## src/rtl/serial_pkg.sv

```systemverilog
// Shared definitions for the bit-serial unloader: FSM encoding, bit-order tags, counter sizing.
package serial_pkg;

  typedef enum logic {
    ST_IDLE  = 1'b0,
    ST_SHIFT = 1'b1
  } state_t;

  localparam bit LSB_FIRST     = 1'b0;
  localparam bit MSB_FIRST_ORD = 1'b1;

  // Counter must hold 0..size-1; a one-bit word still needs a 1-bit counter.
  function automatic int cnt_width(input int size);
    return (size <= 1) ? 1 : $clog2(size);
  endfunction

endpackage

```

## src/rtl/word_serializer_if.sv

```systemverilog
// Load (word-wide) and serial (bit-wide) handshakes plus status between producer, serializer and consumer.
interface word_serializer_if #(
  parameter int SIZE = 4
);
  logic            load_valid;
  logic            load_ready;
  logic [SIZE-1:0] load_val;
  logic            ser_valid;
  logic            ser_ready;
  logic            ser_bit;
  logic            ser_last;
  logic            busy;
  logic            done;

  modport master (
    output load_valid, load_val, ser_ready,
    input  load_ready, ser_valid, ser_bit, ser_last, busy, done
  );

  modport slave (
    input  load_valid, load_val, ser_ready,
    output load_ready, ser_valid, ser_bit, ser_last, busy, done
  );
endinterface

```

## src/rtl/word_serializer_piso_shifter.sv

```systemverilog
// Parallel-load shift register; out_bit is the end selected by MSB_FIRST, vacated bits fill with zero.
module piso_shifter
  import serial_pkg::*;
#(
  parameter int SIZE      = 4,
  parameter int MSB_FIRST = 0
) (
  input  logic            clk,
  input  logic            rst,
  input  logic            i_load,
  input  logic [SIZE-1:0] i_load_val,
  input  logic            i_shift,
  output logic            o_out_bit
);
  localparam bit ORD = (MSB_FIRST != 0) ? MSB_FIRST_ORD : LSB_FIRST;

  logic [SIZE-1:0] r_shreg;

  always_ff @(posedge clk or posedge rst) begin
    if (rst) begin
      r_shreg <= '0;
    end else if (i_load) begin
      r_shreg <= i_load_val;
    end else if (i_shift) begin
      // Shift operators keep SIZE=1 legal: the single bit simply clears.
      r_shreg <= (ORD == MSB_FIRST_ORD) ? (r_shreg << 1) : (r_shreg >> 1);
    end
  end

  assign o_out_bit = (ORD == MSB_FIRST_ORD) ? r_shreg[SIZE-1] : r_shreg[0];

endmodule

```

## src/rtl/word_serializer.sv

```systemverilog
// Parallel-in serial-out unloader: one word per load handshake, one bit per serial transfer, done pulse after the last bit.
module word_serializer
  import serial_pkg::*;
#(
  parameter int SIZE      = 4,
  parameter int MSB_FIRST = 0
) (
  input  logic           clk,
  input  logic           rst,
  word_serializer_if.slave bus
);
  localparam int CW = cnt_width(SIZE);

  state_t          r_state;
  state_t          w_state_nxt;
  logic [CW-1:0]   r_cnt;
  logic            r_done;
  logic            w_load_hs;
  logic            w_xfer;
  logic            w_last;
  logic            w_out_bit;

  assign w_load_hs = bus.load_valid && (r_state == ST_IDLE);
  assign w_xfer    = (r_state == ST_SHIFT) && bus.ser_ready;
  assign w_last    = (r_state == ST_SHIFT) && (r_cnt == CW'(SIZE - 1));

  always_comb begin
    w_state_nxt = r_state;
    case (r_state)
      ST_IDLE:  if (w_load_hs)          w_state_nxt = ST_SHIFT;
      ST_SHIFT: if (w_xfer && w_last)   w_state_nxt = ST_IDLE;
      default:                          w_state_nxt = ST_IDLE;
    endcase
  end

  always_ff @(posedge clk or posedge rst) begin
    if (rst) begin
      r_state <= ST_IDLE;
      r_cnt   <= '0;
      r_done  <= 1'b0;
    end else begin
      r_state <= w_state_nxt;
      r_done  <= w_xfer && w_last;
      if (w_load_hs || (w_xfer && w_last)) begin
        r_cnt <= '0;
      end else if (w_xfer) begin
        r_cnt <= r_cnt + CW'(1);
      end
    end
  end

  piso_shifter #(
    .SIZE      (SIZE),
    .MSB_FIRST (MSB_FIRST)
  ) u_shifter (
    .clk        (clk),
    .rst        (rst),
    .i_load     (w_load_hs),
    .i_load_val (bus.load_val),
    .i_shift    (w_xfer),
    .o_out_bit  (w_out_bit)
  );

  // Every output decodes registered state only; no input reaches an output combinationally.
  assign bus.load_ready = (r_state == ST_IDLE);
  assign bus.ser_valid  = (r_state == ST_SHIFT);
  assign bus.ser_bit    = (r_state == ST_SHIFT) && w_out_bit;
  assign bus.ser_last   = w_last;
  assign bus.busy       = (r_state == ST_SHIFT);
  assign bus.done       = r_done;

endmodule
```

## src/flat_wrapper.sv

```systemverilog
// flat-port wrapper written by rule: the top's interface ports become plain ports
module word_serializer_flat import serial_pkg::*;
#(
  parameter int SIZE      = 4,
  parameter int MSB_FIRST = 0
)
  (clk, rst, bus_load_valid, bus_load_val, bus_ser_ready, bus_load_ready, bus_ser_valid, bus_ser_bit, bus_ser_last, bus_busy, bus_done);
  word_serializer_if #(.SIZE(SIZE)) bus_i ();
  input  logic clk;
  input  logic rst;
  input wire logic [$bits(bus_i.load_valid)-1:0] bus_load_valid;
  input wire logic [$bits(bus_i.load_val)-1:0] bus_load_val;
  input wire logic [$bits(bus_i.ser_ready)-1:0] bus_ser_ready;
  output wire logic [$bits(bus_i.load_ready)-1:0] bus_load_ready;
  output wire logic [$bits(bus_i.ser_valid)-1:0] bus_ser_valid;
  output wire logic [$bits(bus_i.ser_bit)-1:0] bus_ser_bit;
  output wire logic [$bits(bus_i.ser_last)-1:0] bus_ser_last;
  output wire logic [$bits(bus_i.busy)-1:0] bus_busy;
  output wire logic [$bits(bus_i.done)-1:0] bus_done;
  assign bus_i.load_valid = bus_load_valid;
  assign bus_i.load_val = bus_load_val;
  assign bus_i.ser_ready = bus_ser_ready;
  assign bus_load_ready = bus_i.load_ready;
  assign bus_ser_valid = bus_i.ser_valid;
  assign bus_ser_bit = bus_i.ser_bit;
  assign bus_ser_last = bus_i.ser_last;
  assign bus_busy = bus_i.busy;
  assign bus_done = bus_i.done;
  word_serializer #(.SIZE(SIZE), .MSB_FIRST(MSB_FIRST)) u_core (.clk(clk), .rst(rst), .bus(bus_i));
endmodule
```

## config.mk

```make
export PLATFORM = sky130hd
export DESIGN_NAME = word_serializer_flat
export DESIGN_NICKNAME = d
export VERILOG_FILES = /design/src/rtl/serial_pkg.sv /design/src/rtl/word_serializer_if.sv /design/src/rtl/word_serializer_piso_shifter.sv /design/src/rtl/word_serializer.sv /design/src/flat_wrapper.sv
export SDC_FILE = /design/constraint.sdc
export NUM_CORES = 1
export LEC_CHECK = 0
export CORE_AREA = 5 5 42 44
export DETAILED_ROUTE_END_ITERATION = 10
export DIE_AREA = 0 0 47 49
export HOLD_SLACK_MARGIN = 0.05
export PLACE_DENSITY = 0.69
export SETUP_SLACK_MARGIN = 0.15
export SLEW_MARGIN = 40
export SYNTH_ARGS = -nofsm -noshare
export SYNTH_HDL_FRONTEND = slang
export SYNTH_HIERARCHICAL = 1
export SYNTH_SLANG_ARGS = --single-unit
export TNS_END_PERCENT = 5
```

## constraint.sdc

```tcl
create_clock -name clk -period 1.1 [get_ports clk]
set_clock_uncertainty 0.1 [all_clocks]
set_input_delay 0.22 -clock clk [delete_from_list [all_inputs] [get_ports clk]]
set_output_delay 0.22 -clock clk [all_outputs]
set_load 0.05 [all_outputs]
```

==> out/results.tsv <==
metric	value	unit
result of the run	finished, violations left	
violations in the final reports	setup timing	
slew margin rel.	90.9	%
detailed-route vias per instance	4.30	
gate count after technology mapping	40	
global-route wire length before repair	1420	um
endpoint of the worst register-to-register path	u_core/r_cnt[1]$_DFFE_PP0P_	
standard cell core area	1400	sq um
share of the cycle needed by the critical path after routing	127	%
fillcell total	132	
global routing met2 resource utilization	12.0	%
initial antenna violation count	0	
DP Worst Slack	-299	ps
number of warnings printed during yosys synthesis	6	
Post-Syn Area per Cell	10.4	sq um
leading post-synthesis cells by cell area	sky130_fd_sc_hd__dfrtp_1 48%, sky130_fd_sc_hd__mux2i_1 9.7%, sky130_fd_sc_hd__o21ai_1 3.6%, sky130_fd_sc_hd__inv_1 3.6%, sky130_fd_sc_hd__nand2_1 3.6%	
vertical die dimension	49	um
minimum setup slack among reg-to-reg paths	-270	ps
DRC viols	0	
total number of vias	361	
cell depth of the worst flop-to-flop path	6	
cts bufs inserted	3	
die boundary width	47	um
CTS HTree Levels	1	
final worst-path setup slack	-301	ps
grt ovf	0	
count of state elements after synthesis	8	
Pwr per Cell Area	2380	nW/um^2
peak clock frequency supported by timing	714	MHz
Avg WL per Cell	10.9	um
post-synthesis async set-or-reset flop share	100	%
total die area	2300	sq um
sinks on the clock net	8	
routed wire length	917	um
most used flip-flop cell after synthesis	sky130_fd_sc_hd__dfrtp_1	
post-route core utilization	54.1	%
DRT iter0 DRCs	9	
post-route worst hold slack	84.8	ps
count of buffers inserted at the top-level ports	13	
kind of end point of the critical path	output port	
start of the worst register-to-register path	u_core/r_cnt[1]$_DFFE_PP0P_	
pin count of the biggest net entering global routing	7	
area overhead of the layout relative to synthesis	83.1	%
number of hold violations in the final report	0	
cell accounting for the most synthesized area	sky130_fd_sc_hd__dfrtp_1	
Syn Std Cell Area	414	sq um
fraction of the yosys area taken by sequential cells	48.3	%
area taken by flip-flops and latches	201	sq um
clk root buf	sky130_fd_sc_hd__clkbuf_4	
Detail Placement HPWL	688	um
Post-synth EDFFs	0	
data arrival time of the critical path	1080	ps
IR drop worst, VDD	0.000878	V
distinct cell type count of the synthesized netlist	20	
total inserted antenna cells	0	
insertion delay to the later sink of the worst-skew pair	250	ps
proportion of layout cells with a drive suffix above 1	45.6	%
number of max-slew violations in the final report	0	
count of pins on the block boundary	14	
Starting Density	29.6	%
Setup Viol. Count Final	13	
multi-input logic area	195	sq um
GR peak layer	met2	
number of nets with antenna violations after detailed routing	0	
leading cell type by number of instances after synthesis	sky130_fd_sc_hd__dfrtp_1	
setup repair after global routing missed its margin	true	
transition time at the pin with the least slew margin	133	ps
met1 track demand over resource in global routing	11.5	%
clock-pin transition on the worst setup and hold timing paths	50	ps
number of nets at the end of the flow	78	
TritonCTS clock tree	done	
cell row count	14	
overall power of the completed layout	1800	uW
Syn Nets	49	
routability-driven placement congestion ratio	0.721	
Critical Setup Path Class	reg2out	
deepest clock path buffer count	2	
hold buffers post-CTS	0	
met3 Use GR	3.32	%
top cell type's share of synthesized area	48.3	%
first-pass detailed-route iteration total	4	
Data required, critical path	780	ps
Total GRT Usage	8.66	%
Leakage Power	0.000362	uW
kind of start point of the critical path	flip-flop	
final critical path time including I/O delays and setup	1400	ps
Hold WC Path Type	in2async	
count of max-cap constraint violations	0	
worst-path maximum fanout	2	
most numerous cell types in the synthesized netlist	8 x sky130_fd_sc_hd__dfrtp_1, 4 x sky130_fd_sc_hd__inv_1, 4 x sky130_fd_sc_hd__mux2i_1, 4 x sky130_fd_sc_hd__nand2_1	
vias in the first global route	344	
==> layout make-up <==
cell class,instances,area share [%]
multi-input combinational,26,25.7
clock buffer,4,3.47
inverter,4,1.98
tap,16,2.64
timing repair buffer,26,39.6
sequential,8,26.6
==> placed cells by master, fill, tap and decap left out <==
master and n:
sky130_fd_sc_hd__ha_2 1, sky130_fd_sc_hd__inv_1 2, sky130_fd_sc_hd__nand3_1 1, sky130_fd_sc_hd__nand2_1 4, sky130_fd_sc_hd__nand4bb_1 1, sky130_fd_sc_hd__nor2_1 2
sky130_fd_sc_hd__buf_12 7, sky130_fd_sc_hd__dfrtp_1 7, sky130_fd_sc_hd__clkbuf_4 3, sky130_fd_sc_hd__dfrtp_2 1, sky130_fd_sc_hd__nand2b_1 1, sky130_fd_sc_hd__clkbuf_1 1
sky130_fd_sc_hd__inv_2 2, sky130_fd_sc_hd__clkdlybuf4s50_1 7, sky130_fd_sc_hd__a32o_1 1, sky130_fd_sc_hd__or3b_1 1, sky130_fd_sc_hd__o21ai_1 4, sky130_fd_sc_hd__and2b_2 1
sky130_fd_sc_hd__nand3b_1 1, sky130_fd_sc_hd__nor2_4 1, sky130_fd_sc_hd__and2_4 2, sky130_fd_sc_hd__mux2i_1 4, sky130_fd_sc_hd__and3_4 1, sky130_fd_sc_hd__buf_4 12
==> kinds of logic (layout without fill, tap and decap cells) <==
group                    Yosys count  in the layout  share of synthesized area (%)
AO/OA/AOI/OAI                      5              5                           7.25
adder cells (fa/ha/maj)            1              1                           3.02
buffers and inverters              6             34                           8.16
flip-flops                         8              8                           48.3
multiplexers                       4              4                           9.67
AND/OR/NAND/NOR                   16             16                           23.6
==> registers in the layout (all words and copies together), names as in the netlist <==
register                  cells
u_core/r_cnt                  2
u_core/bus.done               1
u_core/bus.busy               1
u_core/u_shifter/r_shreg      4
==> metal layers <==
metal  wire length (um)  part of all wire [%]
met1                380                    41
met4                  0                     0
met5                  0                     0
met3                 63                   6.9
met2                474                    52
==> report_power, final <==
group	internal (uW)	total, uW	switching (uW)
clock network	139	234	96.0
registers	399	469	69.6
logic	608	1100	494
total	1150	1800	659
==> worst max-delay path, stage by stage (launching register included) <==
cell and delay (ps):
sky130_fd_sc_hd__dfrtp_1 380, sky130_fd_sc_hd__ha_2 200, sky130_fd_sc_hd__inv_2 80, sky130_fd_sc_hd__nor2_4 40
sky130_fd_sc_hd__buf_12 140
==> stage by stage <==
| step | TNS (ps) | instances | area [sq um] |
|---|---|---|---|
| 2_1_floorplan | -2140 | 40 | 423 |
| 3_3_place_gp | -2070 | 76 | 694 |
| 3_5_place_dp | -2110 | 76 | 694 |
| 4_1_cts | -2160 | 82 | 742 |
| 5_1_grt | -2780 | 84 | 758 |
| 6_report | -2130 | 84 | 758 |
==> how the worst max path moves through the flow <==
stage / start / endpoint / slack, ps / depth (start not counted)
after floorplan: u_core/bus.busy$_DFF_PP0_ / bus_ser_last / -480 / 3
after global placement: bus_load_valid / u_core/u_shifter/r_shreg[3]$_DFFE_PP0P_ / -310 / 4
after detailed placement: bus_load_valid / u_core/u_shifter/r_shreg[3]$_DFFE_PP0P_ / -300 / 4
after CTS: u_core/r_cnt[0]$_DFFE_PP0P_ / bus_ser_last / -310 / 4
after global routing: u_core/r_cnt[1]$_DFFE_PP0P_ / bus_ser_last / -350 / 4
final: u_core/r_cnt[1]$_DFFE_PP0P_ / bus_ser_last / -300 / 4
==> repair_timing <==
action,CTS,global route
buffers inserted,2,2
endpoints found under the setup margin,14,14
resized for setup,3,3
pin swaps,1,1
(Power assumes the default switching activity.)
